### src/rtl/output_sram_write_arbiter.sv
// Round-robin arbiter between edge buffer banks and the output SRAM: grants one bank,
// captures its sos..eos feature-vector beat stream and turns each beat into a registered SRAM write.
module output_sram_write_arbiter #(
  parameter int NUM_BANKS  = 4,
  parameter int MAX_FV_NUM = 8,
  parameter int NODE_ID_W  = 6,
  parameter int WPN        = MAX_FV_NUM / 2,
  parameter int ADDR_W     = NODE_ID_W + $clog2(WPN)
) (
  input  logic                          clk,
  input  logic                          reset,
  input  logic [NUM_BANKS-1:0]          bank_req,
  output logic [NUM_BANKS-1:0]          bank_grant,
  input  logic [NUM_BANKS-1:0]          bank_valid,
  input  logic [NUM_BANKS-1:0]          bank_sos,
  input  logic [NUM_BANKS-1:0]          bank_eos,
  input  logic [NUM_BANKS*16-1:0]       bank_data,
  input  logic [NUM_BANKS*NODE_ID_W-1:0] bank_node_id,
  output logic                          sram_wen,
  output logic [ADDR_W-1:0]             sram_addr,
  output logic [15:0]                   sram_wdata,
  output logic                          busy,
  output logic                          stream_err
);

  localparam int BW = $clog2(WPN);
  localparam int IW = (NUM_BANKS > 1) ? $clog2(NUM_BANKS) : 1;

  localparam logic [1:0] IDLE   = 2'd0;
  localparam logic [1:0] GRANT  = 2'd1;
  localparam logic [1:0] STREAM = 2'd2;

  logic [1:0]           state;
  logic [IW-1:0]        winner;
  logic [IW-1:0]        rr_ptr;
  logic [IW-1:0]        next_winner;
  logic [IW-1:0]        rr_next;
  logic                 found;
  logic [NODE_ID_W-1:0] node_q;
  logic [BW-1:0]        beat_idx;

  logic                 w_valid;
  logic                 w_sos;
  logic                 w_eos;
  logic [15:0]          w_data;
  logic [NODE_ID_W-1:0] w_node;

  // First requester at or after rr_ptr, wrapping around the bank count
  always_comb begin
    next_winner = rr_ptr;
    found       = 1'b0;
    for (int i = 0; i < NUM_BANKS; i++) begin
      if (!found && bank_req[(int'(rr_ptr) + i) % NUM_BANKS]) begin
        found       = 1'b1;
        next_winner = IW'((int'(rr_ptr) + i) % NUM_BANKS);
      end
    end
  end

  assign rr_next = (int'(winner) == NUM_BANKS - 1) ? '0 : winner + IW'(1);

  assign w_valid = bank_valid[winner];
  assign w_sos   = bank_sos[winner];
  assign w_eos   = bank_eos[winner];
  assign w_data  = bank_data[int'(winner)*16 +: 16];
  assign w_node  = bank_node_id[int'(winner)*NODE_ID_W +: NODE_ID_W];

  always_comb begin
    bank_grant = '0;
    if (state == GRANT) bank_grant[winner] = 1'b1;
  end

  assign busy = (state != IDLE);

  // Beats from the winner become next-cycle SRAM writes; everything else is ignored
  always_ff @(posedge clk or negedge reset) begin
    if (!reset) begin
      state      <= IDLE;
      winner     <= '0;
      rr_ptr     <= '0;
      node_q     <= '0;
      beat_idx   <= '0;
      sram_wen   <= 1'b0;
      sram_addr  <= '0;
      sram_wdata <= '0;
      stream_err <= 1'b0;
    end else begin
      sram_wen <= 1'b0;
      case (state)
        IDLE: begin
          if (found) begin
            winner <= next_winner;
            state  <= GRANT;
          end
        end
        GRANT: begin
          if (w_valid && w_sos) begin
            node_q     <= w_node;
            sram_wen   <= 1'b1;
            sram_addr  <= {w_node, {BW{1'b0}}};
            sram_wdata <= w_data;
            if (w_eos) begin
              state    <= IDLE;
              rr_ptr   <= rr_next;
              beat_idx <= '0;
            end else begin
              state    <= STREAM;
              beat_idx <= BW'(1);
            end
          end
        end
        STREAM: begin
          if (w_valid) begin
            sram_wen   <= 1'b1;
            sram_addr  <= {node_q, beat_idx};
            sram_wdata <= w_data;
            if (w_sos) stream_err <= 1'b1;
            // A full node without eos is an overflow: keep the write, abandon the stream
            if (w_eos || beat_idx == BW'(WPN - 1)) begin
              state    <= IDLE;
              rr_ptr   <= rr_next;
              beat_idx <= '0;
              if (!w_eos) stream_err <= 1'b1;
            end else begin
              beat_idx <= beat_idx + BW'(1);
            end
          end
        end
        default: state <= IDLE;
      endcase
    end
  end

endmodule

### config.mk
export PLATFORM = sky130hd
export DESIGN_NAME = output_sram_write_arbiter
export DESIGN_NICKNAME = d
export VERILOG_FILES = /design/src/rtl/output_sram_write_arbiter.sv
export SDC_FILE = /design/constraint.sdc
export NUM_CORES = 1
export LEC_CHECK = 0
export ABC_AREA = 0
export CORE_MARGIN = 2
export CORE_UTILIZATION = 40
export CTS_CLUSTER_SIZE = 40
export DETAILED_ROUTE_END_ITERATION = 8
export PLACE_DENSITY = 0.82
export SETUP_SLACK_MARGIN = 0.1
export SLEW_MARGIN = 20
export SYNTH_ARGS = -nofsm -noshare
export SYNTH_HDL_FRONTEND = slang
export SYNTH_SLANG_ARGS = --single-unit
### constraint.sdc
create_clock -name clk -period 2.5 [get_ports clk]
set_input_delay 0.375 -clock clk [delete_from_list [all_inputs] [get_ports clk]]
set_output_delay 0.375 -clock clk [all_outputs]
set_load 0.05 [all_outputs]
==> results.sh, run 1 <==
export IMPL_placed_area_um2=3970
export IMPL_max_stage_delay_ns=0.54
export IMPL_grt_pass1_wl_mm=10.5
export IMPL_clkSinkCount=40
export IMPL_die_h_um=83.6
export IMPL_arrival_ns=2.35
export IMPL_max_vdd_ir_drop_v=0.000844
export IMPL_power_density_nw_per_um2=1200
export IMPL_start_util_pct=40.6
export IMPL_final_nets=432
export IMPL_drv_cap=0
export IMPL_status="completed"
export IMPL_cts_repair_resized=0
export IMPL_cts_setup_buffers=0
export IMPL_power_mw=4.86
export IMPL_die_x_um=83.6
export IMPL_leakage_nw=1.65
export IMPL_fin_crit_ns=2.18
export IMPL_synth_warnings=0
export IMPL_cp_end_kind="flop"
export IMPL_fin_skew_ns=0.00676
export IMPL_syn_area_um2=2540
export IMPL_slowest_stage="mux4_2"
export IMPL_share_seq_of_total_power_pct=23.8
export IMPL_antenna_found_initial=0
export IMPL_synth_seq_cells=40
export IMPL_path_cells="clkdlybuf4s50_1 -> mux4_2 -> mux2_2 -> nand2_4 -> mux2_2"
export IMPL_setup_slack_ns=0.315
export IMPL_overflow=0
export IMPL_multi_input_area_um2=1430
export IMPL_ff2ff_setup_slack_ns=0.38
export IMPL_report_final_hold_viol_count=0
export IMPL_drc=0
export IMPL_regArea_um2=1000
export IMPL_routabilityCongestion=0.800
export IMPL_cts_buffers=5
export IMPL_syn_area_per_cell_um2=14.0
export IMPL_cts_hold_buf=0
export IMPL_core_region_area_um2=6240
export IMPL_power_frac_comb_pct=66.8
export IMPL_fin_crit_sh_pct=87.4
export IMPL_final_common_cell="clkdlybuf4s50_1"
export IMPL_ys_types=38
export IMPL_portBuffers=136
export IMPL_filler_cell_count=478
export IMPL_p_int_mw=2.72
export IMPL_ios=137
export IMPL_cts_root_buffer="clkbuf_8"
export IMPL_routedWlPerCell_um=16.3
export IMPL_drt_iter0_drc=107
export IMPL_syn_num_nets=295
export IMPL_setup_tns_ns=0
export IMPL_yosysSeqAreaShare_pct=39.5
export IMPL_slew_headroom_pct=40.8
export IMPL_dr_pass1_iters=4
export IMPL_place_ws_ns=0.00541
export IMPL_hpwlAfterDp_mm=5.16
export IMPL_drive_above_1_share_pct=26.7
export IMPL_clk_pin_slew_ns=0.07
export IMPL_p_sw_mw=2.15
export IMPL_hp_class="primary input to async pin"
export IMPL_netlist_area_leader_share_pct=39.5
export IMPL_criticalPathCategory="primary input to flop"
export IMPL_crit_top_cell="mux2_2"
export IMPL_final_area_um2=4070
export IMPL_totalWireLength_mm=6.45
export IMPL_worst_slew_pin_slew_ns=0.888
export IMPL_viasPerCell=5.31
export IMPL_critPathRequiredTime_ns=2.67
export IMPL_p_sw_share_pct=44.2
export IMPL_rows=29
export IMPL_yosys_area_top_type="dfrtp_1"
export IMPL_die_area_um2=6990
export IMPL_drv_slew=0
export IMPL_rsz0062_at_grt="false"
export IMPL_clkLatencyLatePin_ns=0.28
export IMPL_fin_util_pct=65.2
export IMPL_startpoint_type="primary input"
export IMPL_grt_max_degree=41
export IMPL_num_vias=2098
export IMPL_clockBufferDepth=2
export IMPL_cp_max_fo=26
export IMPL_ys_top_cells_by_area="dfrtp_1 39%, mux4_2 20%, mux2_2 16%, ha_1 3.9%, mux2i_1 1.6%"
export IMPL_ant_nets=0
export IMPL_max_freq_mhz=458
export IMPL_antennaDiodeCount=0
export IMPL_grt_pass1_vias=2278
export IMPL_syn_instance_count=181
export IMPL_clkPwrFrac_pct=9.4
export IMPL_grt_usage_pct=18.9
export IMPL_h_tree_depth=2
export IMPL_cts_tree="done"
export IMPL_setup_viol=0
export IMPL_layout_common_cells="131 x clkdlybuf4s50_1, 39 x dfrtp_1, 37 x mux2_2, 23 x mux4_2"
export IMPL_syn2layout_area_growth_pct=60.4
-- area by class of cell --
class	instances	area share (%)
multi-input combinational	122	35.3
clock buffer	7	2.37
sequential	40	24.6
tap	77	2.37
inverter	8	0.738
timing repair buffer	141	34.6
-- worst max-delay path, delay by kind of cell --
kind | cells | cell delay (ns)
muxes | 3 | 1.26
buffers and inverters | 1 | 0.40
and+or+nand+nor | 1 | 0.31
-- Yosys cell counts, drive strengths merged --
library cell   n
dfrtp         40
mux4          24
o21bai         1
nand2          7
and3           1
a211o          1
mux2i          4
o21a           1
nor4           1
nor2b          2
nor3           2
a21oi          5
o22ai          1
o221ai         2
a21bo          1
nor2           2
nand4          1
inv            8
or2            1
a211oi         2
a21boi         2
and2           4
clkbuf         4
buf            7
mux2          40
a221oi         1
nand3          1
o21ai          3
ha             8
nand2b         3
o32a           1
-- worst paths after layout --
path / end / depth (start not counted) / startpoint
max in group asynchronous: winner[0] / 1 / reset
worst min-delay path: sram_wdata[10] / 1 / reset
worst max-delay path: sram_wdata[15] / 5 / bank_sos[3]
worst max register to register: sram_wdata[15] / 4 / winner[0]
worst min register to register: stream_err / 1 / stream_err
min in group clk: stream_err / 1 / stream_err
-- sequential cells by signal (all words and copies together) (netlist names) --
register,count
sram_wdata,16
sram_addr,8
node_q,6
beat_idx,2
rr_ptr,2
state,2
winner,2
sram_wen,1
stream_err,1
-- through the flow --
step                      hold WS (ns)  cells
final                            0.215    395
after global routing             0.291    395
after CTS                        0.239    395
after detailed placement         0.465    388
after global placement           0.465    388
after floorplan                 0.0794    181
-- per-layer routing --
metal / routed length (um) / share of wire (%) / GRT usage (%)
met5: 0 / 0 / 0
met1: 2400 / 37 / 21.2
met4: 166 / 2.6 / 7.77
met2: 3430 / 53 / 34.5
met3: 450 / 7.0 / 3.96
-- power by group through the flow --
stage                     clock (mW)  combinational, mW  sequential [mW]
after detailed placement           0               3.29             1.17
after CTS                      0.469               3.29             1.16
after global placement             0               3.21             1.14
after floorplan                    0               1.59             1.85
final                          0.456               3.25             1.16
after global routing           0.503               3.44             1.19
-- cells by family (layout without fill, tap and decap cells) --
group                    count (synthesis)  count (layout)  share of synthesized area [%]
multiplexers                            68              68                           41.1
flip-flops                              40              40                           39.5
AND/OR/NAND/NOR                         25              25                           5.72
AO/OA/AOI/OAI                           21              21                           5.77
buffers and inverters                   19             156                           4.00
adder cells (fa/ha/maj)                  8               8                           3.95
No activity file was read; power rests on OpenSTA's default activity.
==> inputs of run 2 (changes only) <==
- ABC_AREA: 0 -> unset
==> results of run 2 <==
Same layout as run 1: the final DEF is identical, and so are final timing and power.
==> inputs of run 3 (changes only) <==
- ABC_AREA: unset -> 1
- CORE_UTILIZATION: 40 -> 42
==> results.sh, run 3 <==
export IMPL_cts_root_buffer="clkbuf_8"
export IMPL_synthTopCellsByCount="101 x nand2_1, 50 x o21ai_0, 47 x nor2_1"
export IMPL_yosys_area_top_type="dfrtp_1"
export IMPL_cts_tree="done"
export IMPL_path_depth=4
export IMPL_dr_pass1_iters=4
export IMPL_routedWlPerCell_um=13.9
export IMPL_h_tree_depth=2
export IMPL_die_area_um2=7600
export IMPL_largest_reg_flops=16
export IMPL_grt_pass1_vias=3020
export IMPL_max_freq_mhz=448
export IMPL_drive_above_1_share_pct=12.3
export IMPL_grt_max_degree=52
export IMPL_regArea_um2=1000
export IMPL_cts_repair_resized=0
export IMPL_dp_cells=594
export IMPL_totalWireLength_mm=8.39
export IMPL_p_int_mw=2.63
export IMPL_power_density_nw_per_um2=1310
export IMPL_cts_hold_buf=0
export IMPL_start_util_pct=43.0
export IMPL_fin_crit_ns=2.23
export IMPL_synth_edf_count=0
export IMPL_cp_max_fo=3
export IMPL_antennaDiodeCount=0
export IMPL_top_regs="sram_wdata: 16 flops, sram_addr: 8 flops, node_q: 6 flops"
export IMPL_fin_skew_ns=0.0112
export IMPL_hpwlAfterDp_mm=6.41
export IMPL_finish_cell_count_without_fillers=602
export IMPL_clockBufferDepth=2
export IMPL_rsz0062_at_grt="false"
export IMPL_fin_crit_sh_pct=89.3
export IMPL_drv_cap=0
export IMPL_crit_top_cell="inv_1"
export IMPL_syn_instance_count=397
export IMPL_syn_num_nets=511
export IMPL_cp_top_family="buffers and inverters"
export IMPL_syn_area_um2=2910
export IMPL_worstSetupStartpoint="state[0]"
export IMPL_criticalPathCategory="flop to output port"
export IMPL_final_common_cell="clkdlybuf4s50_1"
export IMPL_power_mw=5.71
export IMPL_clkSinkCount=40
export IMPL_cp_endpoint="busy"
export IMPL_layout_common_cells="131 x clkdlybuf4s50_1, 101 x nand2_1, 50 x o21ai_0, 47 x nor2_1, 39 x dfrtp_1"
export IMPL_leakage_nw=1.95
export IMPL_max_vdd_ir_drop_v=0.000487
export IMPL_clkLatencyLatePin_ns=0.30
export IMPL_hp_class="primary input to async pin"
export IMPL_syn_area_per_cell_um2=7.32
export IMPL_die_x_um=87.2
export IMPL_ff2ff_setup_slack_ns=0.40
export IMPL_rr_worst_depth=7
export IMPL_drv_slew=0
export IMPL_syn2layout_area_growth_pct=49.8
export IMPL_drt_iter0_drc=123
export IMPL_report_final_hold_viol_count=0
export IMPL_startpoint_type="flop"
export IMPL_cts_setup_buffers=0
export IMPL_ios=137
export IMPL_r2r_start="state[1]"
export IMPL_clk_pin_slew_ns=0.09
export IMPL_critPathBufInv=3
export IMPL_synth_warnings=0
export IMPL_largest_register="sram_wdata"
export IMPL_path_cells="inv_1 -> ha_1 -> inv_1 -> clkdlybuf4s50_1"
export IMPL_critPathRequiredTime_ns=2.12
export IMPL_netlist_area_leader_share_pct=34.4
export IMPL_slowest_stage="clkdlybuf4s50_1"
export IMPL_overflow=0
export IMPL_die_h_um=87.2
export IMPL_share_seq_of_total_power_pct=20.5
export IMPL_core_region_area_um2=6760
export IMPL_synth_seq_cells=40
export IMPL_setup_tns_ns=0
export IMPL_ys_top_cells_by_area="dfrtp_1 34%, nand2_1 13%, o21ai_0 8.6%, nor2_1 6.1%, nand3_1 5.0%"
export IMPL_grt_pass1_wl_mm=13.1
export IMPL_drc=0
export IMPL_placed_area_um2=4240
export IMPL_worst_slew_pin_slew_ns=0.891
export IMPL_clkPwrFrac_pct=9.2
export IMPL_p_sw_share_pct=54.0
export IMPL_cp_end_kind="output port"
export IMPL_slew_headroom_pct=40.6
export IMPL_ys_async_sr_fraction_pct=100
export IMPL_r2r_end="sram_addr[7]"
export IMPL_grt_usage_pct=21.6
export IMPL_power_frac_comb_pct=70.3
export IMPL_yosysSeqAreaShare_pct=34.4
export IMPL_final_area_um2=4350
export IMPL_ys_types=33
export IMPL_arrival_ns=1.86
export IMPL_num_vias=3124
export IMPL_synth_flop_cell="dfrtp_1"
export IMPL_setup_viol=0
export IMPL_routabilityCongestion=0.836
export IMPL_fin_util_pct=64.4
export IMPL_max_stage_delay_ns=0.81
export IMPL_cts_buffers=5
export IMPL_filler_cell_count=620
export IMPL_multi_input_area_um2=1660
export IMPL_antenna_found_initial=0
export IMPL_yosysMostFrequentCell="nand2_1"
export IMPL_status="completed"
export IMPL_portBuffers=136
export IMPL_final_nets=635
export IMPL_viasPerCell=5.19
export IMPL_rows=30
export IMPL_p_sw_mw=3.08
export IMPL_ant_nets=0
## run 3: changes by cell type after synthesis, sizes merged, moves of 2 or more
cell	delta
buf	+11
nand2b	-3
o21ai	+60
o22ai	+21
and2	-4
mux2	-35
nand3	+31
o221ai	-2
mux4	-24
nand2	+108
nor2	+49
a211oi	-2
nor2b	-2
inv	+13
## run 3: worst min path at each step
stage               endpoint
3_3_place_gp   sram_wdata[2]
4_1_cts         sram_addr[2]
2_1_floorplan    beat_idx[0]
5_1_grt         sram_addr[2]
3_5_place_dp   sram_wdata[3]
6_report        sram_addr[2]
## run 3: power by group through the flow
| stage | combinational, mW | sequential [mW] | clock (mW) |
|---|---|---|---|
| after floorplan | 2.44 | 1.77 | 0 |
| after global placement | 3.91 | 1.16 | 0 |
| after detailed placement | 4.02 | 1.18 | 0 |
| after CTS | 4.03 | 1.17 | 0.536 |
| after global routing | 4.40 | 1.21 | 0.563 |
| final | 4.01 | 1.17 | 0.528 |
## run 3: routing by layer
layer | vias to the layer above | track usage [%] | share of wire [%]
met5 | - | 0 | 0
met4 | 0 | 5.59 | 0.91
met3 | 8 | 7.01 | 7.8
met2 | 108 | 39.8 | 51
met1 | 1443 | 23.8 | 40
li1 | 1565 | - | -
## run 3: kinds of logic after synthesis
family	count (synthesis)	share of synthesized area, %
AO/OA/AOI/OAI	92	18.8
adder cells (fa/ha/maj)	8	3.44
buffers and inverters	44	8.39
flip-flops	40	34.4
multiplexers	10	3.66
AND/OR/NAND/NOR	203	31.3
## run 3: area by class of cell
type,instances,share of cell area [%]
Clock inverter,3,0.977
Multi-Input combinational cell,313,38.2
Timing Repair Buffer,140,31.9
Clock buffer,5,1.58
Inverter,21,2.04
Sequential cell,40,23.0
Tap cell,80,2.30
## run 3: worst reg2reg max path: stages, from the launching register on
cell	delay [ns]
dfrtp_1	0.40
inv_1	0.09
ha_1	0.30
inv_1	0.17
o21ai_4	0.52
nand2_8	0.27
nand2_1	0.13
o21ai_0	0.09
## run 3: metrics by stage
stage	worst slack [ns]	hold WS [ns]
2_1_floorplan	0.716	0.0794
3_3_place_gp	0.449	0.453
3_5_place_dp	0.387	0.458
4_1_cts	0.266	0.224
5_1_grt	0.196	0.273
6_report	0.268	0.197
